**config.mk**
```make
export PLATFORM = sky130hd
export DESIGN_NAME = exu_div
export DESIGN_NICKNAME = d
export VERILOG_FILES = /design/src/rtl/exu_div_pkg.sv /design/src/rtl/exu_div.sv
export SDC_FILE = /design/constraint.sdc
export NUM_CORES = 1
export LEC_CHECK = 0
export ABC_CLOCK_PERIOD_IN_PS = 4640
export CAP_MARGIN = 20
export CORE_ASPECT_RATIO = 0.6
export CORE_MARGIN = 8
export CORE_UTILIZATION = 49
export CTS_CLUSTER_SIZE = 30
export DETAILED_ROUTE_END_ITERATION = 6
export GPL_TIMING_DRIVEN = 0
export MAX_ROUTING_LAYER = met4
export PLACE_DENSITY = 0.73
export SLEW_MARGIN = 20
export SYNTH_ARGS = -nofsm -noshare
export SYNTH_HDL_FRONTEND = slang
export SYNTH_SLANG_ARGS = --single-unit
```
**constraint.sdc**
```tcl
create_clock -name clk -period 4.64 [get_ports clk]
set_input_delay 0.696 -clock clk [delete_from_list [all_inputs] [get_ports clk]]
set_output_delay 0.696 -clock clk [all_outputs]
set_load 0.1 [all_outputs]
```
**src/rtl/exu_div_pkg.sv**
```systemverilog
// Shared types for the execute-stage divider.
// Issue bundle layout, FSM states and operand helpers.
package exu_div_pkg;

    localparam int XLEN      = 32;
    localparam int DIV_ITERS = 32;
    localparam int TAG_W     = 6;

    typedef enum logic [1:0] {
        IDLE,
        CALC,
        DONE
    } div_state_t;

    typedef struct packed {
        logic             div;
        logic             rem;
        logic             unsign;
        logic             legal;
        logic             nop;
        logic             rd;
        logic [4:0]       rd_addr;
        logic [TAG_W-1:0] instr_tag;
        logic [XLEN-1:0]  rs1_data;
        logic [XLEN-1:0]  rs2_data;
    } idu1_out_t;

    function automatic logic [XLEN-1:0] twos_neg(
        input logic [XLEN-1:0] x
    );
        return ~x + 1'b1;
    endfunction

    function automatic logic [XLEN-1:0] mag(
        input logic [XLEN-1:0] x,
        input logic            sgn
    );
        return (sgn & x[XLEN-1]) ? twos_neg(x) : x;
    endfunction

endpackage

```
**src/rtl/exu_div.sv**
```systemverilog
// Iterative radix-2 restoring divider for DIV/DIVU/REM/REMU.
// 32 CALC cycles, one-cycle DONE writeback, one-cycle special cases.
module exu_div
    import exu_div_pkg::*;
(
    input  logic             clk,
    input  logic             rst_n,
    input  idu1_out_t        idu1_out,
    input  logic             pipe_flush,
    output logic             div_busy,
    output logic             div_wb_valid,
    output logic [XLEN-1:0]  div_wb_data,
    output logic [4:0]       div_wb_rd_addr,
    output logic [TAG_W-1:0] div_wb_instr_tag
);

    div_state_t       state_q, state_d;
    logic [4:0]       cnt_q, cnt_d;
    logic [XLEN-1:0]  rem_q, rem_d;
    logic [XLEN-1:0]  quo_q, quo_d;
    logic [XLEN-1:0]  dvs_q, dvs_d;
    logic             is_rem_q, is_rem_d;
    logic             q_neg_q, q_neg_d;
    logic             r_neg_q, r_neg_d;
    logic             wr_q, wr_d;
    logic [4:0]       rda_q, rda_d;
    logic [TAG_W-1:0] tag_q, tag_d;
    logic             wbv_q, wbv_d;
    logic [XLEN-1:0]  wbd_q, wbd_d;
    logic [4:0]       wbr_q, wbr_d;
    logic [TAG_W-1:0] wbt_q, wbt_d;

    logic            start, sgn, dz, ovf, wr_in, qbit;
    logic [XLEN:0]   sh;
    logic [XLEN-1:0] rem_nx, quo_nx, q_fix, r_fix;

    // One restoring step plus the sign fix-up of its result.
    always_comb begin
        sh     = {rem_q, quo_q[XLEN-1]};
        qbit   = sh >= {1'b0, dvs_q};
        rem_nx = qbit ? XLEN'(sh - {1'b0, dvs_q}) : sh[XLEN-1:0];
        quo_nx = {quo_q[XLEN-2:0], qbit};
        q_fix  = q_neg_q ? twos_neg(quo_nx) : quo_nx;
        r_fix  = r_neg_q ? twos_neg(rem_nx) : rem_nx;
    end

    // Next-state, operand latch and writeback register update.
    always_comb begin
        state_d  = state_q;
        cnt_d    = cnt_q;
        rem_d    = rem_q;
        quo_d    = quo_q;
        dvs_d    = dvs_q;
        is_rem_d = is_rem_q;
        q_neg_d  = q_neg_q;
        r_neg_d  = r_neg_q;
        wr_d     = wr_q;
        rda_d    = rda_q;
        tag_d    = tag_q;
        wbv_d    = 1'b0;
        wbd_d    = wbd_q;
        wbr_d    = wbr_q;
        wbt_d    = wbt_q;

        start = idu1_out.div & idu1_out.legal & ~idu1_out.nop
              & ~pipe_flush & (state_q != CALC);
        sgn   = ~idu1_out.unsign;
        dz    = idu1_out.rs2_data == '0;
        ovf   = sgn & (idu1_out.rs1_data == 32'h8000_0000)
              & (idu1_out.rs2_data == '1);
        wr_in = idu1_out.rd & (idu1_out.rd_addr != 5'd0);

        unique case (state_q)
            IDLE, DONE: begin
                state_d = IDLE;
                if (start) begin
                    is_rem_d = idu1_out.rem;
                    q_neg_d  = sgn & (idu1_out.rs1_data[XLEN-1]
                             ^ idu1_out.rs2_data[XLEN-1]);
                    r_neg_d  = sgn & idu1_out.rs1_data[XLEN-1];
                    wr_d     = wr_in;
                    rda_d    = idu1_out.rd_addr;
                    tag_d    = idu1_out.instr_tag;
                    rem_d    = '0;
                    quo_d    = mag(idu1_out.rs1_data, sgn);
                    dvs_d    = mag(idu1_out.rs2_data, sgn);
                    if (dz | ovf) begin
                        state_d = DONE;
                        wbv_d   = wr_in;
                        wbr_d   = idu1_out.rd_addr;
                        wbt_d   = idu1_out.instr_tag;
                        if (idu1_out.rem)
                            wbd_d = dz ? idu1_out.rs1_data : '0;
                        else
                            wbd_d = dz ? '1 : 32'h8000_0000;
                    end else begin
                        state_d = CALC;
                        cnt_d   = 5'(DIV_ITERS - 1);
                    end
                end
            end
            CALC: begin
                rem_d = rem_nx;
                quo_d = quo_nx;
                cnt_d = cnt_q - 5'd1;
                if (cnt_q == 5'd0) begin
                    state_d = DONE;
                    wbv_d   = wr_q;
                    wbd_d   = is_rem_q ? r_fix : q_fix;
                    wbr_d   = rda_q;
                    wbt_d   = tag_q;
                end
            end
            default: state_d = IDLE;
        endcase
    end

    // State and datapath registers.
    always_ff @(posedge clk or negedge rst_n) begin
        if (!rst_n) begin
            state_q  <= IDLE;
            cnt_q    <= '0;
            rem_q    <= '0;
            quo_q    <= '0;
            dvs_q    <= '0;
            is_rem_q <= 1'b0;
            q_neg_q  <= 1'b0;
            r_neg_q  <= 1'b0;
            wr_q     <= 1'b0;
            rda_q    <= '0;
            tag_q    <= '0;
            wbv_q    <= 1'b0;
            wbd_q    <= '0;
            wbr_q    <= '0;
            wbt_q    <= '0;
        end else begin
            state_q  <= state_d;
            cnt_q    <= cnt_d;
            rem_q    <= rem_d;
            quo_q    <= quo_d;
            dvs_q    <= dvs_d;
            is_rem_q <= is_rem_d;
            q_neg_q  <= q_neg_d;
            r_neg_q  <= r_neg_d;
            wr_q     <= wr_d;
            rda_q    <= rda_d;
            tag_q    <= tag_d;
            wbv_q    <= wbv_d;
            wbd_q    <= wbd_d;
            wbr_q    <= wbr_d;
            wbt_q    <= wbt_d;
        end
    end

    assign div_busy         = state_q == CALC;
    assign div_wb_valid     = wbv_q;
    assign div_wb_data      = wbd_q;
    assign div_wb_rd_addr   = wbr_q;
    assign div_wb_instr_tag = wbt_q;

endmodule

```
==> metrics.txt, run 1 <==
cells after synthesis 1,594; die footprint 31,400 um^2; FP Rows 45; CTS tree built; worst setup margin 0.104 ns; Final Skew 0.0124 ns; Root Buffer clkbuf_16; Final GP Congestion 0.975; first-pass GRT wire length 74,700 um; Worst Max-Slew Pin Slew 1.22 ns; die width 224 um; clk sinks 162; WL/cell 23.5 um; max frequency 0.220 GHz; Clock transition at path regs 0.08 ns; fill cell count 2,291; CP endpoint kind flop; syn nets 1,718; drt total wl 49,600 um; DP Worst Slack -1.78 ns; initial antenna violation count 1; TritonCTS buffer count 17; via count 13,700; startpoint types flop; Clock Path Buffers 2; GR peak layer met1; Critical R2R Capture div_wb_data[30]; Post-synth ARST share 1.00; gr ovfl total 0; core area 25,300 um^2; Pwr Density 818 nW/um^2; drt pass-1 iters 6; htree depth 4; Routed Antenna Nets 0; outcome complete, no violations; post-synthesis register bit count 162; Initial Utilization 0.500; met1 Usage GRT 0.463; final worst-path cycle share 0.978; synth unique cells 97; Hold Vio Cnt, Final 0; port bufs 128; P_leak 6.31 nW; fraction of layout cells with a size suffix above 1 0.113; final std cells w/o fill 2,115; die height 141 um; WS Path Type reg -> reg; Hold Crit Class in -> async; Layout area overhead 24.0%; grt met3 use 0.112; number of synthesized flops with an enable pin 0; Req. time, crit path 4.99 ns; DR iter-0 viols 1,724; sequential fraction of the synthesis area 0.320; worst endpoint data arrival time 4.89 ns; final core occ 0.620; r2r setup slk 0.10 ns; total global-route track usage 0.315; DRC Markers 0; I/O pin cnt 129; worst vdd ir 332 uV; Main synth FF type dfrtp_1; vias per cell 6.46; hold slack 0.174 ns; slew margin rel. 0.179; Final nets 1,896; dpl hpwl 38,400 um; met2 Track Usage GR 0.394; Period minus WS final 4.54 ns; Slew Viols, Final 0; Post-Syn Area 12,700 um^2; clock latency at the later pin of the worst-skew pair 0.47 ns; critical-path maximum fanout 7; Crit Reg-Reg Startpoint rem_q[7]; Ys Warns 0; max cap viols 0; R2R depth 23; Final setup violation count 0; Fin Setup TNS 0 ns; RSZ-0062 raised after global routing yes; # hold bufs at CTS 0; Avg Inst Size Synth 7.95 um^2; number of global-route vias before repair 12,500; largest net degree at the start of global routing 89; placed instance count 2,052
[layout make-up]
cell class | instances | area [um^2] | share of cell area
flip-flops and latches | 162 | 4070 | 0.259
clock buffers | 17 | 425 | 0.0271
inverters | 62 | 240 | 0.0153
well taps | 329 | 412 | 0.0262
diodes | 1 | 2.50 | 0.000159
clock inverters | 15 | 169 | 0.0108
repair buffers | 167 | 1600 | 0.102
multi-input cells | 1276 | 8350 | 0.532
plain buffers | 86 | 437 | 0.0278
[per-layer routing]
metal / vias up / wire (um) / part of all wire
li1: 6180 / - / -
met1: 6612 / 23100 / 0.46
met2: 817 / 19100 / 0.38
met3: 63 / 6640 / 0.13
met4: 0 / 835 / 0.017
met5: - / 0 / 0
[cell families after synthesis]
logic type,synth area share
xor+xnor,0.0885
buf+inv,0.0506
simple gates,0.219
fa+ha+maj,0.0401
flops,0.320
compound gates,0.263
mux,0.0186
[registers in the layout, summed over array words and instances, names as in the netlist, 2 cells and up]
register          flops
div_wb_data          32
dvs_q                32
quo_q                32
rem_q                32
div_wb_instr_tag      6
tag_q                 6
cnt_q                 5
div_wb_rd_addr        5
rda_q                 5
state_q               2
[worst max-delay path by stage]
| stage | from | end | slack [ns] |
|---|---|---|---|
| final | rem_q[7] | div_wb_data[30] | 0.10 |
| after global routing | rem_q[7] | div_wb_data[28] | -0.09 |
| after CTS | rem_q[21] | div_wb_data[30] | 0.009 |
| after detailed placement | rem_q[6] | div_wb_data[30] | -1.78 |
| after global placement | rst_n | div_wb_rd_addr[1] | -4.23 |
| after floorplan | rem_q[9] | div_wb_data[30] | 0.01 |
[synthesized netlist by cell type, types with 8 or more instances]
master,count,area [um^2]
o21ai_0,150,751
nor2_1,123,462
o41ai_1,10,87.6
o21ai_1,36,180
and3_1,16,100
dfrtp_1,162,4050
ha_1,39,488
nor4_1,18,113
and2_1,8,50.1
or4_1,17,128
or3_1,24,150
nor3_1,35,175
a211oi_1,17,128
o211ai_1,15,113
buf_2,12,60.1
or2_2,9,56.3
xor2_1,49,429
a22oi_1,34,255
a21o_1,8,60.1
nand4_1,20,125
a21oi_1,89,445
o31ai_1,25,188
inv_1,58,218
nand2b_1,11,68.8
clkbuf_1,71,267
nand3_1,45,225
xnor2_1,79,692
nand2_1,217,815
a31oi_1,31,194
mux2i_1,19,190
nor2b_1,8,50.1
o221ai_1,13,114
[where the power goes]
part           internal, mW  switching [mW]
clock                 0.766           0.719
sequential             1.93           0.610
combinational          3.15            5.67
total                  5.85            7.00
[worst max-delay path, cell delays in order (launching register included)]
cell	delay [ns]
dfrtp_2	0.47
ha_4	0.31
buf_8	0.11
nand4_1	0.10
buf_6	0.15
nor4_4	0.33
nand4_1	0.24
o211a_4	0.24
nand2_4	0.11
buf_12	0.13
buf_12	0.10
nand2_4	0.05
o21ai_4	0.07
ha_4	0.17
nor4bb_4	0.23
nand2_2	0.14
nor3_4	0.20
a41o_1	0.22
o221ai_4	0.19
a211oi_2	0.30
buf_4	0.19
a31o_1	0.17
a21oi_2	0.06
a2bb2oi_1	0.14
[placed cells by master, fill, tap and decap left out, types with 20 or more instances in the layout]
cell,n
nand2_1,211
dfrtp_1,150
o21ai_0,147
clkdlybuf4s50_1,127
nor2_1,122
a21oi_1,80
xnor2_1,79
clkbuf_1,65
inv_1,56
xor2_1,49
nand3_1,45
buf_4,39
o21ai_1,36
a22oi_1,34
nor3_1,31
a31oi_1,30
ha_1,25
or3_1,24
o31ai_1,24
nand4_1,20
[through the flow]
step / area, um^2 / power [mW]
floorplan: 12700 / 8.10
finish: 15700 / 12.8
global placement: 14400 / 10.2
CTS: 15200 / 12.1
detailed placement: 14400 / 10.3
global route: 15700 / 13.6
[timing repair]
item | in CTS | in global routing
resized for setup | 37 | 71
pin swaps | 9 | 24
hold endpoints to repair | 0 | 0
setup endpoints to repair | 17 | 14
buffers inserted | 16 | 22
Note: power is estimated with default switching activity, not from simulation.
==> run 2, diff against run 1 <==
- ABC_AREA: not set -> 1
==> run 2 against run 1 <==
  * The run now ends with design-rule violations left
  * Final cell count is 24% higher
  * Clock skew is 0.0071 ns higher
  * Register-to-register slack better by 0.14 ns
  * Hold slack better by 0.034 ns
  * Area after synthesis is 6.8% higher
  * Routed wire length is 7.3% higher
  * Critical path depth is 4 higher
  * Die area is 6.1% higher
  * Fmax is 3.2% higher
  * Synthesized cell count is 32% higher
  * Worst setup slack better by 0.14 ns
  * Count of clock-buffer cells in the layout is 1 higher
  * Largest cell class unchanged
  * Highest routed layer unchanged
==> metrics.txt, run 2 <==
grt met3 use 0.105 (-0.00781); R2R depth 27 (+17%); WL/cell 20.3 um (-14%); post-synthesis simple-gate area fraction 0.348 (+0.128); GR peak layer met1; Final GP Congestion 1.01 (+3.9%); sequential fraction of the synthesis area 0.300 (-0.0203); max frequency 0.228 GHz (+3.2%); drt total wl 53,300 um (+7.3%); r2r setup slk 0.25 ns (+0.14 ns); multiplexer share of the synthesized area 0 (-0.0186); FP Rows 47 (+4.4%); met2 Track Usage GR 0.425 (+0.0312); cell with the most instances after synthesis nand2_1; Post-synth top cells nand2_1 (619), inv_1 (291), o21ai_0 (171); critical-path maximum fanout 11 (+4); fraction of layout cells with a size suffix above 1 0.0797 (-0.0329); die width 231 um (+3.1%); via count 14,900 (+8.7%); Req. time, crit path 4.98 ns (about the same); CP peak stage delay 0.40 ns (-0.07 ns); Routed Antenna Nets 0 (unchanged); first-pass GRT wire length 81,200 um (+8.7%); top cell type by total area after synthesis dfrtp_1; number of global-route vias before repair 14,100 (+13%); CTS tree built; Critical R2R Capture div_wb_data[28]; Final Cell Area 15,900 um^2 (+1.4%); core area 27,300 um^2 (+7.9%); I/O pin cnt 129 (unchanged); drt pass-1 iters 7 (+1); Avg Inst Size Synth 6.45 um^2 (-19%); clock latency at the later pin of the worst-skew pair 0.46 ns (about the same); outcome finished, violations left; syn nets 2,223 (+29%); Initial Utilization 0.495 (-0.00529); commonest non-fill, non-tap cell in the layout nand2_1; Post-Syn Area 13,500 um^2 (+6.8%); met1 Usage GRT 0.484 (+0.0204); Post-synth ARST share 1.00 (unchanged); post-synthesis register bit count 162 (unchanged); clk sinks 162 (unchanged); critical path's top delay family simple AND/OR/NAND/NOR gates; Worst Max-Slew Pin Slew 1.22 ns (-0.00444 ns); Main synth FF type dfrtp_1; htree depth 4 (unchanged); number of synthesized flops with an enable pin 0 (unchanged); Ys Warns 0 (unchanged); Root Buffer clkbuf_16; TritonCTS buffer count 17 (unchanged); Post-Synth Adder-Cell Area 0.0375 (-0.00255); die height 145 um (+3.0%); violated checks design-rule violations; dominant cells by area after synthesis dfrtp_1 (30%), nand2_1 (17%), inv_1 (8.1%); DR iter-0 viols 1,872 (+8.6%); placed inst area 15,300 um^2 (+6.2%); slowest CP cell dfrtp_1; Clock transition at path regs 0.08 ns (about the same); RSZ-0062 raised after global routing yes; total global-route track usage 0.327 (+0.0124); WS Path Type reg -> reg; DRC Markers 4 (+4); Slew Viols, Final 0 (unchanged); Layout area overhead 17.7%; Synth Area in XOR/XNOR 0.0440 (-0.0445); max cap viols 0 (unchanged); die footprint 33,400 um^2 (+6.1%); most frequent cells in the layout nand2_1 (617), inv_1 (282), o21ai_0 (171); main combinational cell family by area after synthesis simple AND/OR/NAND/NOR gates; initial antenna violation count 1 (unchanged); port bufs 128 (unchanged); vias per cell 5.66 (-13%); Final setup violation count 0 (unchanged); cells after synthesis 2,099 (+32%); Compound-Gate Fraction of Synth Area 0.158 (-0.105); Clock Path Buffers 2 (unchanged); largest net degree at the start of global routing 97 (+9.0%); crit-path most repeated cell nand2_1; Crit Reg-Reg Startpoint dvs_q[17]; Final nets 2,370 (+25%); CP endpoint kind flop; final core occ 0.582 (-0.0374); final worst-path cycle share 0.947 (-0.0307); Final Skew 0.0195 ns (+0.00711 ns); Worst Path Buf+Inv 3 (-2); gr ovfl total 0 (unchanged); startpoint types flop; Hold Crit Class in -> async; dpl hpwl 43,000 um (+12%); # Post-CTS Setup Buffers 0 (-16); worst endpoint data arrival time 4.73 ns (-0.16 ns); synth unique cells 55 (-43%); Hold Vio Cnt, Final 0 (unchanged); Period minus WS final 4.39 ns (-0.142 ns); slew margin rel. 0.182 (+0.00298); # hold bufs at CTS 0 (unchanged); Synth top area share 0.300 (-0.0203)
[run 2: layout make-up]
type | instances | area, um^2
fillers | 2697 | 11400
multi-input cells | 1548 | 7970
diodes | 1 | 2.50
plain buffers | 79 | 365
repair buffers | 129 | 1320
well taps | 367 | 459
inverters | 309 | 1160
flip-flops and latches | 162 | 4050
clock buffers | 18 | 429
clock inverters | 14 | 166
[run 2: worst max path at each step]
| stage | from | to | cells past startpoint |
|---|---|---|---|
| 2_1_floorplan | rem_q[12] | div_wb_data[26] | 27 |
| 5_1_grt | dvs_q[20] | div_wb_data[28] | 27 |
| 6_report | dvs_q[17] | div_wb_data[28] | 27 |
| 4_1_cts | state_q[0] | div_busy | 6 |
| 3_3_place_gp | rst_n | div_wb_rd_addr[2] | 1 |
| 3_5_place_dp | dvs_q[28] | div_wb_data[30] | 26 |
[run 2: repair_timing]
item / in CTS / in global routing
endpoints found under the setup margin: 4 / 10
pin swaps: 0 / 1
gates resized for setup: 2 / 18
hold endpoints to repair: 0 / 0
[run 2: kinds of logic after synthesis]
group,Yosys count
buf+inv,389
compound gates,372
simple gates,1068
xor+xnor,68
flops,162
fa+ha+maj,40
[run 2: per-layer routing]
layer  vias to the layer above  share of wire
li1                       7055              -
met1                      6905           0.48
met2                       819           0.37
met3                        79           0.13
met4                         0          0.014
met5                         -              0
[run 2: through the flow]
| step | TNS, ns | std cells | setup WS, ns | hold slack, ns |
|---|---|---|---|---|
| finish | 0 | 2627 | 0.246 | 0.208 |
| global route | -0.0989 | 2627 | -0.0989 | 0.252 |
| CTS | 0 | 2626 | 0.00833 | 0.230 |
| detailed placement | -0.370 | 2595 | -0.152 | 0.464 |
| global placement | -660.64 | 2594 | -4.10 | 0.461 |
| floorplan | 0 | 2099 | 0.965 | 0.400 |
Power of run 2 is left out: the tool's default activity adds up to more than one toggle a clock period on the data nets, which glitch-free logic cannot reach.
==> run 3, diff against run 2 <==
- TNS_END_PERCENT: not set -> 5
==> results of run 3 <==
The final DEF is identical to that of run 2; final timing and power are the same.
Power of run 3 is left out for the same reason.
